==> src/rtl/bcd_to_binary.sv <==
// BCD-to-binary converter using reverse double-dabble, one shift per clock.
// Latency BIN_W+1 clocks from accept to done; start is ignored (not queued) while busy or in DONE.
module bcd_to_binary #(
  parameter int DIGITS = 3,
  parameter int BIN_W  = 10
) (
  input  logic                  clk,
  input  logic                  reset_n,
  input  logic                  start,
  input  logic [4*DIGITS-1:0]   bcd_in,
  output logic                  busy,
  output logic                  done,
  output logic                  err,
  output logic [BIN_W-1:0]      bin_out
);

  localparam int BCD_W = 4 * DIGITS;
  localparam int W_W   = BCD_W + BIN_W;
  localparam int CNT_W = $clog2(BIN_W + 1);

  typedef enum logic [1:0] {
    S_IDLE  = 2'd0,
    S_SHIFT = 2'd1,
    S_DONE  = 2'd2
  } state_t;

  state_t           state, state_nxt;
  logic [W_W-1:0]   w_q;
  logic [W_W-1:0]   w_nxt;
  logic [CNT_W-1:0] cnt_q;
  logic             digit_bad;
  logic             last_iter;

  always_comb begin
    digit_bad = 1'b0;
    for (int d = 0; d < DIGITS; d++) begin
      if (bcd_in[4*d +: 4] > 4'd9) digit_bad = 1'b1;
    end
  end

  assign last_iter = (cnt_q == CNT_W'(BIN_W - 1));

  // Shift first, then correct every BCD nibble of the shifted word in parallel.
  always_comb begin
    w_nxt = w_q >> 1;
    for (int d = 0; d < DIGITS; d++) begin
      if (w_nxt[BIN_W + 4*d +: 4] >= 4'd8)
        w_nxt[BIN_W + 4*d +: 4] = w_nxt[BIN_W + 4*d +: 4] - 4'd3;
    end
  end

  always_ff @(posedge clk) begin
    if (!reset_n) state <= S_IDLE;
    else          state <= state_nxt;
  end

  always_comb begin
    state_nxt = state;
    case (state)
      S_IDLE:  if (start) state_nxt = digit_bad ? S_DONE : S_SHIFT;
      S_SHIFT: if (last_iter) state_nxt = S_DONE;
      S_DONE:  state_nxt = S_IDLE;
      default: state_nxt = S_IDLE;
    endcase
  end

  always_comb begin
    busy = (state == S_SHIFT);
    done = (state == S_DONE);
  end

  always_ff @(posedge clk) begin
    if (!reset_n) begin
      w_q     <= '0;
      cnt_q   <= '0;
      err     <= 1'b0;
      bin_out <= '0;
    end else begin
      case (state)
        S_IDLE: begin
          if (start) begin
            if (digit_bad) begin
              err     <= 1'b1;
              bin_out <= '0;
            end else begin
              w_q   <= {bcd_in, {BIN_W{1'b0}}};
              cnt_q <= '0;
              err   <= 1'b0;
            end
          end
        end
        S_SHIFT: begin
          w_q   <= w_nxt;
          cnt_q <= cnt_q + CNT_W'(1);
          if (last_iter) bin_out <= w_nxt[BIN_W-1:0];
        end
        default: ;
      endcase
    end
  end

endmodule

==> config.mk <==
export PLATFORM = sky130hd
export DESIGN_NAME = bcd_to_binary
export DESIGN_NICKNAME = d
export VERILOG_FILES = /design/src/rtl/bcd_to_binary.sv
export SDC_FILE = /design/constraint.sdc
export NUM_CORES = 1
export LEC_CHECK = 0
export BUFFER_PORTS_ARGS = -buffer_cell sky130_fd_sc_hd__buf_2
export CORE_UTILIZATION = 59
export DETAILED_ROUTE_END_ITERATION = 8
export GPL_ROUTABILITY_DRIVEN = 0
export GPL_TIMING_DRIVEN = 0
export PLACE_DENSITY = 0.83
export SLEW_MARGIN = 25
export SYNTH_ARGS = -nofsm -noshare
export SYNTH_HDL_FRONTEND = slang
export SYNTH_SLANG_ARGS = --single-unit
export TNS_END_PERCENT = 50
==> constraint.sdc <==
create_clock -name clk -period 3.2 [get_ports clk]
set_clock_uncertainty 0.15 [all_clocks]
set_input_delay 0.16 -clock clk [delete_from_list [all_inputs] [get_ports clk]]
set_output_delay 0.16 -clock clk [all_outputs]
set_load 0.005 [all_outputs]
==> summary.md <==
| Metric | Value |
|---|---|
| Total global routing overflow | `0` |
| Net load switching power | `about 240 uW` |
| Total of flip-flops plus latches after synthesis | `38` |
| Maximum clock path buffer count | `2` |
| Global-route wire length before repair | `between 6 and 7 mm` |
| Kind of cell with the highest combined delay on the critical path | `buffers and inverters` |
| Setup TNS after final layout | `0 ns` |
| WL per Instance | `14.9 um` |
| Number of buffers created by CTS | `5` |
| Number of buffers added on ports | `27` |
| List of cells traversed by the critical path | `nand2b_1 > inv_2 > buf_2 > buf_2` |
| Internal power component | `between 800 and 900 uW` |
| Via Count | `around 1.4k` |
| Final wirelength | `3.70 mm` |
| Clock transition at the registers of the reported paths | `0.11 ns` |
| Starting DRT DRC Count | `120` |
| Portion of total power attributed to sequential cells | `0.479` |
| Worst EP arrival | `~1.5 ns` |
| Max-cap violation count | `0` |
| Top cell by count, worst path | `sky130_fd_sc_hd__buf_2` |
| Gate count after technology mapping | `between 150 and 200` |
| Clock latency reported for the late side of the worst-skew pair | `0.34 ns` |
| Number of rows in the core area | `18` |
| Antenna cells | `0` |
| Biggest area consumer among synthesized cells | `sky130_fd_sc_hd__dfxtp_1` |
| Crit path required time | `2.89 ns` |
| Max-slew violation count | `0` |
| Synth unique cells | `35` |
| Type of the worst min-delay path | `in2reg` |
| Antenna viol nets, final | `0` |
| Warnings from Yosys | `0` |
| Number of global-route vias before repair | `~1.4k` |
| Min Clock Period, post-route | `roughly 1.8 ns` |
| Die Ht | `55.3 um` |
| Period Utilization, post-route | `0.559` |
| Leading cell types by total area after synthesis | `sky130_fd_sc_hd__dfxtp_1 45%, sky130_fd_sc_hd__a22o_1 5.2%, sky130_fd_sc_hd__nor2_1 5.1%` |
| Nets in the synthesized netlist | `approximately 200` |
| Largest net degree at the start of global routing | `13` |
| Setup Crit Path Kind | `reg2out` |
| Fill cell total of the finished layout | `about 190` |
| Final Setup Violations | `0` |
| Power density over cell area | `~520 nW/um2` |
| Mean Syn Cell Area | `9.42 um2` |
| Number of H-tree levels | `2` |
| Master of the slowest instance on the critical path | `sky130_fd_sc_hd__dfxtp_1` |
| Part of the Yosys area used for sequential elements | `0.454` |
| Logic gate share of total power | `0.120` |
| Setup repair after global routing missed its margin | `false` |
| Number of antenna violations at the first check in global routing | `0` |
| Vias per inst | `5.82` |
| Layout Nets | `238` |
| DRC violation count after routing | `0` |
| CP max FO | `10` |
| Number of sinks on the clock net | `38` |
| Fraction of registers with async set/reset | `0` |
| Peak supply drop | `between 0.0005 and 0.0006 V` |
| Horizontal die dimension | `~55 um` |
| Core region area | `roughly 2600 um2` |
| Element type at the critical path end | `output port` |
| Fraction of layout cells with a size suffix above 1 | `0.248` |
| Util after Layout | `0.776` |
| Mapped cell area | `~1700 um2` |
| Total global-route track usage | `0.260` |
| Number of synthesized flops with an enable pin | `0` |
| Critical path startpoint category | `flop` |
| Net Sw Frac | `0.230` |
| Count of TritonRoute iterations in the first routing pass | `4` |
| Clock power frac | `0.401` |
| Setup Fix Bufs, Post-CTS | `0` |
| Post-DP HPWL | `about 2.5 mm` |
| CTS tree | `yes` |
| Root Driver | `sky130_fd_sc_hd__clkbuf_4` |
| Worst slew margin relative to its limit | `0.681` |
| Final count of hold timing violations | `0` |
| I/O pins | `28` |
| Worst slew pin tran | `0.478 ns` |
| Most used flip-flop cell after synthesis | `sky130_fd_sc_hd__dfxtp_1` |
| Maximum cell stage delay along the critical path | `just over 0.4 ns` |
| Full die area | `a little over 3000 um2` |
| Initial Utilization | `0.647` |
| Achievable frequency | `559 MHz` |
| Leak pwr | `around 0.84 nW` |
| Top cell type's share of synthesized area | `0.454` |
| Area growth from synthesis to layout | `19.9%` |
| Outcome | `finished, final reports clean` |
| Number of buffer and inverter instances along the worst setup path | `3` |
cell usage in the layout (no fill, tap or decap), types with 2 or more instances in the layout:
master	n
sky130_fd_sc_hd__dfxtp_1	38
sky130_fd_sc_hd__buf_2	29
sky130_fd_sc_hd__nor2_1	23
sky130_fd_sc_hd__nand2_1	20
sky130_fd_sc_hd__a21oi_1	12
sky130_fd_sc_hd__a22o_1	10
sky130_fd_sc_hd__a22oi_1	10
sky130_fd_sc_hd__o211ai_1	8
sky130_fd_sc_hd__inv_1	6
sky130_fd_sc_hd__ha_1	6
sky130_fd_sc_hd__xnor2_1	5
sky130_fd_sc_hd__clkbuf_4	5
sky130_fd_sc_hd__dlygate4sd3_1	5
sky130_fd_sc_hd__nor2b_1	3
sky130_fd_sc_hd__buf_4	3
sky130_fd_sc_hd__o21ai_2	3
sky130_fd_sc_hd__a311oi_1	3
sky130_fd_sc_hd__nand3_1	2
sky130_fd_sc_hd__clkbuf_1	2
sky130_fd_sc_hd__buf_6	2
sky130_fd_sc_hd__a31oi_1	2
sky130_fd_sc_hd__mux2i_1	2
sky130_fd_sc_hd__a221oi_2	2
sky130_fd_sc_hd__bufinv_16	2
registers in the layout, indices dropped and copies added, names as in the netlist:
name and flops:
state 2, bin_out 10, cnt_q 4, w_q 21, err 1
power groups by stage:
stage	sequential [mW]	combinational (mW)	clock, mW
3_5_place_dp	0.513	0.118	0
5_1_grt	0.505	0.137	0.445
4_1_cts	0.502	0.124	0.424
6_report	0.503	0.125	0.421
3_3_place_gp	0.512	0.113	0
2_1_floorplan	0.510	0.0849	0
kinds of logic after synthesis:
family                     synth area share
AOI/OAI and AO/OA                     0.228
xor gates and xnor gates             0.0261
adders and majority gates            0.0448
buffers and inverters                0.0552
DFF                                   0.454
muxes                                0.0119
and+or+nand+nor                       0.180
cell type report:
type                       count  area [um2]  area share
sequential                    38         761       0.378
clock buffer                   6        51.3      0.0255
inverter                       8        30.0      0.0149
tap                           30        37.5      0.0187
buffer                         9        62.6      0.0311
clock inverter                 2        60.1      0.0299
timing repair buffer          32         185      0.0921
multi-input combinational    123         823       0.409
cells in the mapped netlist, types with 2 or more instances:
cell / count
sky130_fd_sc_hd__inv_1: 6
sky130_fd_sc_hd__dfxtp_1: 38
sky130_fd_sc_hd__a21oi_1: 12
sky130_fd_sc_hd__buf_4: 3
sky130_fd_sc_hd__a311oi_1: 3
sky130_fd_sc_hd__nand2_1: 20
sky130_fd_sc_hd__ha_1: 6
sky130_fd_sc_hd__a31oi_1: 2
sky130_fd_sc_hd__o21ai_2: 3
sky130_fd_sc_hd__a22oi_1: 10
sky130_fd_sc_hd__buf_2: 2
sky130_fd_sc_hd__a22o_1: 10
sky130_fd_sc_hd__nor2b_1: 3
sky130_fd_sc_hd__a221oi_2: 2
sky130_fd_sc_hd__o211ai_1: 8
sky130_fd_sc_hd__nor2_1: 23
sky130_fd_sc_hd__mux2i_1: 2
sky130_fd_sc_hd__xnor2_1: 5
sky130_fd_sc_hd__clkbuf_1: 2
sky130_fd_sc_hd__nand3_1: 2
sky130_fd_sc_hd__buf_6: 2
worst paths after layout:
kind | cells after the start | start | slack (ns) | to
worst min register to register | 2 | w_q[20] | 0.34 | w_q[19]
worst max-delay path | 4 | state[0] | 1.41 | busy
worst max register to register | 7 | cnt_q[0] | 1.46 | bin_out[9]
worst min-delay path | 3 | bcd_in[4] | 0.03 | w_q[14]
per-stage QoR:
step / cells / power, mW / hold WS, ns / setup WS [ns] / instance area, um2
CTS: 248 / 1.05 / 0.0316 / 1.41 / 2010
floorplan: 178 / 0.595 / 0.158 / 1.65 / 1680
finish: 248 / 1.05 / 0.0270 / 1.41 / 2010
global placement: 235 / 0.625 / 0.280 / 1.55 / 1850
detailed placement: 235 / 0.631 / 0.283 / 1.48 / 1850
global route: 248 / 1.09 / 0.0504 / 1.29 / 2010
tightest hold or removal path: cells and delay by family:
| kind | cells | cell delay, ns |
|---|---|---|
| compound gates | 2 | 0.25 |
| buf+inv | 1 | 0.08 |
per-layer routing:
layer	vias to the layer above	routed length, um	global-route usage
met5	-	0	0
met3	5	225	0.0749
met1	684	1600	0.323
li1	708	-	-
met2	46	1840	0.437
met4	0	34	0.0750
timing repair:
item,CTS,global route
hold buffers,5,0
resized for setup,0,0
hold endpoints to repair,7,0
Power figures use the tool's default switching activity.
